**src/rtl/baccarat_sequencer.sv**
```systemverilog
// baccarat_sequencer: Moore FSM that paces one Punto Banco hand. It issues one
// card-load strobe per slow_clock cycle, applies the third-card drawing rules
// to the datapath scores, and drives the win lights once the hand is complete.
module baccarat_sequencer (
    input  logic       slow_clock,
    input  logic       resetb,
    input  logic [3:0] pscore,
    input  logic [3:0] dscore,
    input  logic [3:0] pcard3,
    output logic       load_pcard1,
    output logic       load_pcard2,
    output logic       load_pcard3,
    output logic       load_dcard1,
    output logic       load_dcard2,
    output logic       load_dcard3,
    output logic       player_win_light,
    output logic       dealer_win_light,
    output logic       hand_done
);

    typedef enum logic [3:0] {
        S_IDLE,
        S_P1,
        S_D1,
        S_P2,
        S_D2,
        S_EVAL,
        S_P3,
        S_CHK3,
        S_D3,
        S_DONE
    } state_t;

    state_t state, state_nxt;

    // Face cards, tens and the unused codes 0/14/15 all count as zero points.
    logic [3:0] p3_val;
    logic       dealer_draws;

    // Point value of the player's third card, as seen by the dealer rule.
    always_comb begin
        p3_val = 4'd0;
        if (pcard3 >= 4'd1 && pcard3 <= 4'd9)
            p3_val = pcard3;
    end

    // Dealer drawing rule after the player took a third card. Any dealer score
    // of 7 or above (including out-of-range codes) stands.
    always_comb begin
        dealer_draws = 1'b0;
        case (dscore)
            4'd0, 4'd1, 4'd2: dealer_draws = 1'b1;
            4'd3:             dealer_draws = (p3_val != 4'd8);
            4'd4:             dealer_draws = (p3_val >= 4'd2) && (p3_val <= 4'd7);
            4'd5:             dealer_draws = (p3_val >= 4'd4) && (p3_val <= 4'd7);
            4'd6:             dealer_draws = (p3_val >= 4'd6) && (p3_val <= 4'd7);
            default:          dealer_draws = 1'b0;
        endcase
    end

    // State register; reset lands in S_IDLE immediately, dropping any strobe.
    always_ff @(posedge slow_clock or negedge resetb) begin
        if (!resetb)
            state <= S_IDLE;
        else
            state <= state_nxt;
    end

    // Next-state logic. Scores are only looked at in S_EVAL and S_CHK3, the
    // cycles after the datapath has latched the relevant card.
    always_comb begin
        state_nxt = state;
        case (state)
            S_IDLE: state_nxt = S_P1;
            S_P1:   state_nxt = S_D1;
            S_D1:   state_nxt = S_P2;
            S_P2:   state_nxt = S_D2;
            S_D2:   state_nxt = S_EVAL;
            S_EVAL: begin
                // Natural check first; out-of-range scores also end the hand.
                if (pscore >= 4'd8 || dscore >= 4'd8)
                    state_nxt = S_DONE;
                else if (pscore <= 4'd5)
                    state_nxt = S_P3;
                else if (dscore <= 4'd5)
                    state_nxt = S_D3;
                else
                    state_nxt = S_DONE;
            end
            S_P3:   state_nxt = S_CHK3;
            S_CHK3: state_nxt = dealer_draws ? S_D3 : S_DONE;
            S_D3:   state_nxt = S_DONE;
            S_DONE: state_nxt = S_DONE;
            default: state_nxt = S_IDLE;
        endcase
    end

    // Moore output decode: strobes are one-hot by state; lights only in S_DONE.
    always_comb begin
        load_pcard1      = 1'b0;
        load_pcard2      = 1'b0;
        load_pcard3      = 1'b0;
        load_dcard1      = 1'b0;
        load_dcard2      = 1'b0;
        load_dcard3      = 1'b0;
        player_win_light = 1'b0;
        dealer_win_light = 1'b0;
        hand_done        = 1'b0;
        case (state)
            S_P1: load_pcard1 = 1'b1;
            S_D1: load_dcard1 = 1'b1;
            S_P2: load_pcard2 = 1'b1;
            S_D2: load_dcard2 = 1'b1;
            S_P3: load_pcard3 = 1'b1;
            S_D3: load_dcard3 = 1'b1;
            S_DONE: begin
                hand_done        = 1'b1;
                player_win_light = (pscore >= dscore);
                dealer_win_light = (dscore >= pscore);
            end
            default: ;
        endcase
    end

endmodule

```
**config.mk**
```make
export PLATFORM = sky130hd
export DESIGN_NAME = baccarat_sequencer
export DESIGN_NICKNAME = d
export VERILOG_FILES = /design/src/rtl/baccarat_sequencer.sv
export SDC_FILE = /design/constraint.sdc
export NUM_CORES = 1
export LEC_CHECK = 0
export BUFFER_PORTS_ARGS = -buffer_cell sky130_fd_sc_hd__clkbuf_2
export CORE_AREA = 8 8 45 47
export DETAILED_ROUTE_END_ITERATION = 6
export DIE_AREA = 0 0 53 55
export PLACE_DENSITY = 0.71
export SLEW_MARGIN = 20
export SYNTH_ARGS = -nofsm -noshare
export SYNTH_HDL_FRONTEND = slang
export SYNTH_SLANG_ARGS = --single-unit
```
**constraint.sdc**
```tcl
create_clock -name slow_clock -period 1.3 [get_ports slow_clock]
set_input_delay 0.13 -clock slow_clock [delete_from_list [all_inputs] [get_ports slow_clock]]
set_output_delay 0.13 -clock slow_clock [all_outputs]
set_load 0.005 [all_outputs]
```
==> key figures, run 1 <==
Floorplan
  – Die X-Extent: 53 µm
  – Initial Util: 30.8%
  – Core ar.: 0.00138 mm²
  – Ports: 23
  – Die Span Y: 55 µm
  – Cell Rows: 14
  – DIE AREA: 0.00292 mm²

Detailed routing
  – DRT Pass-1 Iters: 4
  – Via count: 578
  – Drt drc: 0
  – Vias per inst: ~5.0
  – Iteration-0 DRC Markers: 13
  – Post-Route WL: approximately 1500 µm
  – Antenna-violating nets left: 0
  – Avg WL per Cell: 13.3 µm

Yosys
  – Post-synth top area share: 23.5%
  – Sequential fraction of the synthesis area: 23.5%
  – Most frequent cell after synthesis: nor2_1
  – Largest family of logic cells by synthesized area: simple AND/OR/NAND/NOR gates
  – Synth Instances: 55
  – Yosys Warn Count: 0
  – Synth Flop Type: dfrtp_1
  – Avg Cell Area, Syn: 7.76 µm²
  – Top post-synthesis cells by area: dfrtp_1 (23%), ha_1 (12%), nor2_1 (6.2%)
  – XOR/XNOR Fraction of Synth Area: 0%
  – Top cells by count, synth: nor2_1 (7), inv_1 (6), o21ai_0 (5)
  – Post-synth EDFFs: 0
  – Post-synthesis compound-gate area fraction: 24.6%
  – Post-synthesis register bit count: 4
  – Post-synthesis adder-cell area fraction: 11.7%
  – Area of the mapped netlist: around 430 µm²
  – Yosys top cell by area: dfrtp_1
  – Post-synth net total: 73
  – Synth async-reset ratio: 100%
  – Mux contribution to synthesized area: 0%
  – Synth cell types: 25
  – Simple logic cell fraction of the synthesized area: 34.9%

GRT
  – Grt ovf: 0
  – First-pass GRT wire length: 2220 µm
  – Tot GR Track Use: 10.1%
  – Number of global-route vias before repair: between 500 and 600
  – Antenna violations before repair: 0
  – Pin count of the biggest net entering global routing: 7

Worst setup path
  – Max incr delay on CP: about 0.43 ns
  – Critical Path, Cell by Cell: or3b_4 > buf_4 > buf_6 > nor2_1 > buf_2
  – Startpoint types: register
  – Crit Path Category: reg2out
  – Worst Path Max Fanout: 3
  – Slowest cell on crit path: or3b_4
  – Required @ worst endpoint: 1.17 ns
  – CP Capture Type: output pin
  – Critical Path AT: 1.52 ns

STA
  – Final Hold Fails: 0
  – Max Freq: 608 MHz
  – Setup-failing EPs final: 8
  – RSZ-0062 raised after global routing: yes
  – Final hold slack: ~0.19 ns
  – Tightest Pin Transition: 0.210 ns
  – Post-Route Setup TNS: -1.19 ns
  – Slew headroom: between 80% and 90%
  – Fin crit share: 127%
  – Minimum clock period: 1.65 ns
  – Final Max Slew Viols: 0
  – Layout Skew: 0.00678 ns
  – PnR worst setup slack: -0.345 ns

Clocking
  – Clock sinks: 4
  – CTS H-tree depth: 1
  – CTS root buf: clkbuf_4
  – CTS tree: done
  – Maximum clock path buffer count: 2
  – Worst-Skew Late Latency: 0.24 ns
  – TritonCTS Buffers: 3
  – Clk slew on worst S/H paths: 0.04 ns

Cells and area
  – Area delta synth->final: 88.3%
  – Share of cells above drive strength 1: about 58%
  – Most flops, register: state
  – Max reg flops: 4
  – Core Util, Final: 58.0%
  – Layout Cells excl Fill: approximately 120
  – Ant. Diodes: 0
  – Layout Nets: 119
  – Top Registers: state x4

Placement
  – Placer Congestion: 0.786
  – # port buffers: 22
  – Inst Count DP: around 110
  – Post-DP HPWL: 1150 µm

Run
  – Total of max-cap violations: 0

Power
  – PD cells: 1560 mW/mm²
  – Max IR drop VDD: between 0.6 and 0.7 mV
  – P_leak: 0.421 nW

Run status
  – Failing checks: negative setup slack
  – Outcome: finished with violations

Min path
  – Hold WC Path Type: in2reg
## metal layers
metal | vias up | wire length [µm] | track usage (%)
li1 | 290 | - | -
met1 | 268 | 570 | 9.60
met2 | 14 | 833 | 20.9
met3 | 6 | 68 | 0.802
met4 | 0 | 58 | 5.17
met5 | - | 0 | 0
## where the power goes
part	total, mW	internal [mW]	leakage (nW)	switching (mW)
clock	0.165	0.104	0.0138	0.0607
combinational	0.876	0.476	0.356	0.400
sequential	0.214	0.178	0.0505	0.0368
## placed cells by master, fill, tap and decap left out, types with 3 or more instances in the layout
master,instances
buf_6,4
clkbuf_2,16
ha_1,3
clkbuf_4,3
nand2b_4,3
inv_1,6
nor2_1,6
o21ai_0,3
buf_2,6
dfrtp_1,4
nor3_2,4
buf_4,14
## stage by stage
step / worst slack (ns) / area, µm² / total power [mW]
after floorplan: -0.00909 / 432 / 0.522
after global placement: -0.188 / 652 / 0.789
after detailed placement: -0.231 / 652 / 0.802
after CTS: -0.294 / 744 / 1.13
after global routing: -0.388 / 803 / 1.35
final: -0.345 / 803 / 1.26
## final timing paths
path / cells past startpoint / slack (ns) / start / to
setup / recovery: 5 / -0.35 / state[1]$_DFF_PN0_ / load_dcard3
hold / removal: 3 / 0.19 / pcard3[3] / state[0]$_DFF_PN0_
setup reg to reg: 4 / -0.03 / state[1]$_DFF_PN0_ / state[0]$_DFF_PN0_
max in group asynchronous: 2 / 0.92 / resetb / state[3]$_DFF_PN0_
min in group asynchronous: 2 / 0.24 / resetb / state[1]$_DFF_PN0_
hold reg to reg: 2 / 0.62 / state[3]$_DFF_PN0_ / state[1]$_DFF_PN0_
## worst max-delay path, delay by kind of cell (launching register included)
family,cells,cell delay (ns)
buffers and inverters,3,0.38
flip-flops,1,0.37
AND/OR/NAND/NOR,2,0.51
## cell families after synthesis
| kind of cell | after synthesis |
|---|---|
| buffers and inverters | 6 |
| and+or+nand+nor | 25 |
| DFF | 4 |
| AOI/OAI and AO/OA | 16 |
| adders and majority gates | 4 |
## area by class of cell
type	instances	area, µm²
Tap cell	16	20.0
Fill cell	120	581
Sequential cell	4	100
Clock buffer	3	22.5
Multi-Input combinational cell	45	368
Inverter	6	22.5
Timing Repair Buffer	41	270
## timing repair
item,in CTS,in global routing
buffers inserted,3,3
resized for setup,7,14
pin swaps,3,1
endpoints found under the hold margin,4,0
setup endpoints to repair,8,10
hold buffers,1,0
(Power assumes the default switching activity.)
==> run 2: changes to the inputs <==
--- a/config.mk
+++ b/config.mk
@@ -10,6 +10,7 @@
 export DETAILED_ROUTE_END_ITERATION = 6
 export DIE_AREA = 0 0 53 55
 export PLACE_DENSITY = 0.71
+export RECOVER_POWER = 50
 export SLEW_MARGIN = 20
 export SYNTH_ARGS = -nofsm -noshare
 export SYNTH_HDL_FRONTEND = slang
==> run 2 against run 1 <==
Against the previous run:
- the flow still finishes with violations (negative setup slack)
- maximum frequency unchanged
- cell count is the same
- cell area shrank 0.16%
- hold slack unchanged
- clock power is essentially flat
- largest power group unchanged
==> key figures, run 2 (synthesized netlist as in run 1, its figures left out) <==
Run status
  – Outcome: finished with violations
  – Failing checks: negative setup slack

Floorplan
  – Cell Rows: 14
  – Die Span Y: 55 µm
  – Ports: 23
  – Die X-Extent: 53 µm
  – Initial Util: a little under a third
  – Core ar.: 0.00138 mm²
  – DIE AREA: 0.00292 mm²

Clocking
  – Worst-Skew Late Latency: ~0.24 ns
  – CTS tree: done
  – CTS H-tree depth: 1
  – Maximum clock path buffer count: 2
  – Clock sinks: 4
  – CTS root buf: clkbuf_4
  – TritonCTS Buffers: 3
  – Clk slew on worst S/H paths: 0.04 ns

Power
  – PD cells: between 1500 and 2000 mW/mm²
  – P_leak: 0.418 nW
  – Max IR drop VDD: 0.607 mV
  – Total power: ~1.3 mW

Detailed routing
  – Post-Route WL: ~1500 µm
  – Iteration-0 DRC Markers: 13
  – Avg WL per Cell: about 13 µm
  – Drt drc: 0
  – Via count: 578
  – Vias per inst: roughly 5.0
  – Antenna-violating nets left: 0
  – DRT Pass-1 Iters: 4

GRT
  – First-pass GRT wire length: ~2200 µm
  – Number of global-route vias before repair: 548
  – Antenna violations before repair: 0
  – Tot GR Track Use: 10.1%
  – Pin count of the biggest net entering global routing: 7
  – Grt ovf: 0

STA
  – Minimum clock period: approximately 1.6 ns
  – Final Max Slew Viols: 0
  – Slew headroom: 83.1%
  – Layout Skew: 0.00678 ns
  – Tightest Pin Transition: roughly 0.25 ns
  – PnR worst setup slack: -0.345 ns
  – Final Hold Fails: 0
  – Fin crit share: 127%
  – Max Freq: 608 MHz
  – Setup-failing EPs final: 8
  – RSZ-0062 raised after global routing: yes

Placement
  – Post-DP HPWL: approximately 1200 µm
  – # port buffers: 22
  – Placer Congestion: 0.786
  – Placed cell area: 652 µm²

Cells and area
  – FF/Latch Area: 100 µm²
  – Area of the multi-input gates: 368 µm²
  – Commonest cells after routing, fill and taps aside: clkbuf_2 (15), buf_4 (14), inv_1 (6), nor2_1 (6), buf_2 (6)
  – Max reg flops: 4
  – Share of cells above drive strength 1: between 50% and 60%
  – Top Registers: state x4
  – Layout Nets: 119
  – Area delta synth->final: 88.0%
  – Design area: approximately 800 µm²
  – Most flops, register: state
  – Ant. Diodes: 0
  – Core Util, Final: 58.0%
  – Most common library cell in the layout ignoring fill and taps: clkbuf_2
  – Fillers: 119

Worst setup path
  – CP Capture Type: output pin
  – Crit Path Category: reg2out
  – Startpoint types: register
  – Critical Path AT: between 1.5 and 2 ns
  – Required @ worst endpoint: 1.17 ns
  – Worst Path Max Fanout: 3

Min path
  – Hold WC Path Type: in2reg

Run
  – Total of max-cap violations: 0
run 2: cell types whose count changed in the layout (fill, tap and decap cells not counted):
| cell | before | now |
|---|---|---|
| clkbuf_2 | 16 | 15 |
| clkbuf_1 | 0 | 1 |
run 2: final cells by class:
class	instances	share of cell area (%)
Tap cell	16	2.50
Timing Repair Buffer	41	33.5
Multi-Input combinational cell	45	45.9
Inverter	6	2.81
Clock buffer	3	2.81
Sequential cell	4	12.5
run 2: power breakdown:
group          switching [mW]  internal (mW)
registers              0.0368          0.177
clock network          0.0607          0.104
logic                   0.400          0.476
total                   0.498          0.757
run 2: timing repair:
action | in CTS | in global routing
pin swaps | 3 | 1
endpoints found under the hold margin | 4 | 0
hold buffers | 1 | 0
gates resized for setup | 7 | 14
setup buffers | 3 | 3
setup endpoints to repair | 8 | 10
gates cloned | 0 | 0
run 2: critical path, cell delays in order, from the launching register on:
cell and delay, ns:
dfrtp_1 0.37, or3b_4 0.43, buf_4 0.15, buf_6 0.11
nor2_1 0.08, buf_2 0.12
run 2: worst paths after layout:
kind / start / end / slack (ns) / cells past startpoint
worst max-delay path: state[1]$_DFF_PN0_ / load_dcard3 / -0.35 / 5
worst min-delay path: pcard3[3] / state[0]$_DFF_PN0_ / 0.19 / 3
worst max register to register: state[1]$_DFF_PN0_ / state[0]$_DFF_PN0_ / -0.03 / 4
worst min register to register: state[3]$_DFF_PN0_ / state[1]$_DFF_PN0_ / 0.62 / 2
max in group asynchronous: resetb / state[3]$_DFF_PN0_ / 0.82 / 2
min in group asynchronous: resetb / state[1]$_DFF_PN0_ / 0.27 / 2
run 2: through the flow:
| step | TNS (ns) | cells | hold WS, ns | setup WS, ns |
|---|---|---|---|---|
| floorplan | -0.00909 | 55 | -0.166 | -0.00909 |
| global placement | -0.254 | 105 | -0.0649 | -0.188 |
| detailed placement | -0.340 | 105 | -0.0547 | -0.231 |
| CTS | -1.01 | 112 | 0.194 | -0.294 |
| global route | -1.59 | 115 | 0.215 | -0.388 |
| finish | -1.19 | 115 | 0.190 | -0.345 |
run 2: metal layers:
| layer | vias to the layer above | track usage (%) | wire, µm |
|---|---|---|---|
| li1 | 290 | - | - |
| met1 | 268 | 9.60 | 570 |
| met2 | 14 | 20.9 | 834 |
| met3 | 6 | 0.802 | 68 |
| met4 | 0 | 5.17 | 58 |
| met5 | - | 0 | 0 |
==> run 3: changes to the inputs <==
--- a/config.mk
+++ b/config.mk
@@ -5,8 +5,9 @@
 export SDC_FILE = /design/constraint.sdc
 export NUM_CORES = 1
 export LEC_CHECK = 0
-export BUFFER_PORTS_ARGS = -buffer_cell sky130_fd_sc_hd__clkbuf_2
+export BUFFER_PORTS_ARGS = -buffer_cell sky130_fd_sc_hd__buf_2
 export CORE_AREA = 8 8 45 47
+export CTS_CLUSTER_SIZE = 28
 export DETAILED_ROUTE_END_ITERATION = 6
 export DIE_AREA = 0 0 53 55
 export PLACE_DENSITY = 0.71
==> run 3 against run 2 <==
Against the previous run:
- the flow still finishes with violations (negative setup slack)
- global-route usage rose by 2.1 points
- die area did not move
- worst setup slack improved by 0.031 ns
- total power fell by 0.77%
==> key figures, run 3 (synthesized netlist as in run 1, its figures left out) <==
STA
  – Layout Skew: approximately 0.013 ns
  – Tightest Pin Transition: approximately 0.25 ns
  – Slew headroom: a little over four fifths
  – Minimum clock period: 1.61 ns
  – Final Max Slew Viols: 0
  – Final hold slack: 0.178 ns
  – RSZ-0062 raised after global routing: yes
  – Max Freq: 619 MHz
  – PnR worst setup slack: -0.315 ns
  – Fin crit share: 124%
  – Final Hold Fails: 0
  – Setup-failing EPs final: 6

Cells and area
  – Max reg flops: 4
  – Top Registers: state x4
  – Share of cells above drive strength 1: 56.7%
  – Commonest cells after routing, fill and taps aside: buf_2 (21), buf_4 (11), inv_1 (6), nor2_1 (6), buf_6 (5)
  – Ant. Diodes: 0
  – Design area: 790 µm²
  – Fillers: 125
  – Area delta synth->final: 85.0%
  – FF/Latch Area: 100 µm²
  – Most flops, register: state
  – Layout Nets: 117
  – Most common library cell in the layout ignoring fill and taps: buf_2
  – Area of the multi-input gates: 367 µm²
  – Layout Cells excl Fill: 113

Detailed routing
  – Drt drc: 0
  – Antenna-violating nets left: 0
  – DRT Pass-1 Iters: 3
  – Avg WL per Cell: 14.5 µm
  – Iteration-0 DRC Markers: 6
  – Via count: about 580
  – Post-Route WL: roughly 1600 µm
  – Vias per inst: 5.09

Placement
  – Placed cell area: 644 µm²
  – Pre-CTS setup slack: -0.240 ns
  – Inst Count DP: 104
  – # port buffers: 22
  – Post-DP HPWL: roughly 1200 µm
  – Placer Congestion: 0.739

Clocking
  – Worst-Skew Late Latency: 0.25 ns
  – CTS tree: done
  – CTS H-tree depth: 1
  – CTS root buf: clkbuf_4
  – Maximum clock path buffer count: 2
  – TritonCTS Buffers: 3
  – Clock sinks: 4
  – Clk slew on worst S/H paths: 0.05 ns

Floorplan
  – Die Span Y: 55 µm
  – DIE AREA: 0.00292 mm²
  – Cell Rows: 14
  – Initial Util: 30.8%
  – Core ar.: 0.00138 mm²
  – Ports: 23
  – Die X-Extent: ~53 µm

Run status
  – Failing checks: negative setup slack
  – Outcome: finished with violations

GRT
  – Pin count of the biggest net entering global routing: 8
  – Number of global-route vias before repair: between 600 and 700
  – Antenna violations before repair: 0
  – Grt ovf: 0
  – Tot GR Track Use: between 10% and 20%
  – First-pass GRT wire length: ~2600 µm

Worst setup path
  – CP bufs+invs: 1
  – Critical Path AT: 1.48 ns
  – Critical R2R Capture: state[0]$_DFF_PN0_
  – Startpoint types: register
  – CP Capture Type: output pin
  – R2R cell count: 4
  – Delay-heaviest family, CP: simple AND/OR/NAND/NOR gates
  – Reg2Reg Setup Slack: -0.03 ns
  – R2R Path Start: state[1]$_DFF_PN0_
  – Slowest cell on crit path: or3b_4
  – Critical Path, Cell by Cell: or3b_4 > nor2_4 > nand2b_1 > o21ai_1 > buf_2
  – Crit path depth: 5
  – Crit Path Category: reg2out
  – Worst Path Max Fanout: 4
  – Required @ worst endpoint: 1.17 ns
  – Max incr delay on CP: 0.42 ns

Min path
  – Worst Hold Path EP: state[0]$_DFF_PN0_
  – Hold Path Depth: 3
  – HP Start: pcard3[3]
  – Hold WC Path Type: in2reg

Power
  – Sequential power share: 17.0%
  – Psw: 512 µW
  – Switching portion of total power: 41.1%
  – Clock power share: 13.7%
  – Cell-internal power: 733 µW
  – Max IR drop VDD: 0.647 mV
  – Total power: 1.25 mW
  – P_leak: 0.415 nW
  – PD cells: ~1600 mW/mm²
  – Comb power frac: 69.3%

Run
  – Total of max-cap violations: 0
==> run 3: cell count changes in the layout (fill, tap and decap cells not counted), sizes merged <==
cell / change
clkbuf: -15
buf: +13
==> run 3: what timing repair did <==
action	4_1_cts	5_1_grt
setup endpoints to repair	8	10
hold buffers	1	0
pin swaps	2	1
buffers inserted	4	4
gates resized for setup	8	10
endpoints found under the hold margin	4	0
==> run 3: worst register-to-register path: cells and delay by family, from the launching register on <==
family | cells | cell delay [ns]
flops | 1 | 0.34
buf+inv | 1 | 0.16
compound gates | 1 | 0.13
simple gates | 2 | 0.62
==> run 3: worst max-delay path by stage <==
stage | to | from
after floorplan | player_win_light | state[2]$_DFF_PN0_
after global placement | dealer_win_light | pscore[1]
after detailed placement | dealer_win_light | pscore[1]
after CTS | player_win_light | state[1]$_DFF_PN0_
after global routing | player_win_light | state[1]$_DFF_PN0_
final | player_win_light | state[1]$_DFF_PN0_
==> run 3: final cells by class <==
| cell class | instances | share of cell area (%) |
|---|---|---|
| Tap cell | 16 | 2.54 |
| Sequential cell | 4 | 12.7 |
| Multi-Input combinational cell | 45 | 46.4 |
| Inverter | 6 | 2.85 |
| Timing Repair Buffer | 39 | 32.6 |
| Clock buffer | 3 | 2.85 |
==> run 3: layer usage <==
metal  part of all wire (%)  GRT usage, %
met1                     34          9.60
met2                     57          25.4
met3                    4.2          1.87
met4                    4.6          10.3
met5                      0             0
==> run 3: power by group through the flow <==
stage | combinational (mW) | clock [mW] | sequential, mW
floorplan | 0.270 | 0 | 0.251
global placement | 0.576 | 0 | 0.204
detailed placement | 0.600 | 0 | 0.208
CTS | 0.782 | 0.168 | 0.211
global route | 0.937 | 0.183 | 0.216
finish | 0.863 | 0.170 | 0.212
==> run 3: through the flow <==
| step | utilization (%) | setup TNS (ns) |
|---|---|---|
| 6_report | 57.1 | -1.02 |
| 5_1_grt | 57.1 | -1.38 |
| 4_1_cts | 54.6 | -1.16 |
| 3_5_place_dp | 46.6 | -0.346 |
| 3_3_place_gp | 46.6 | -0.248 |
| 2_1_floorplan | - | -0.00909 |
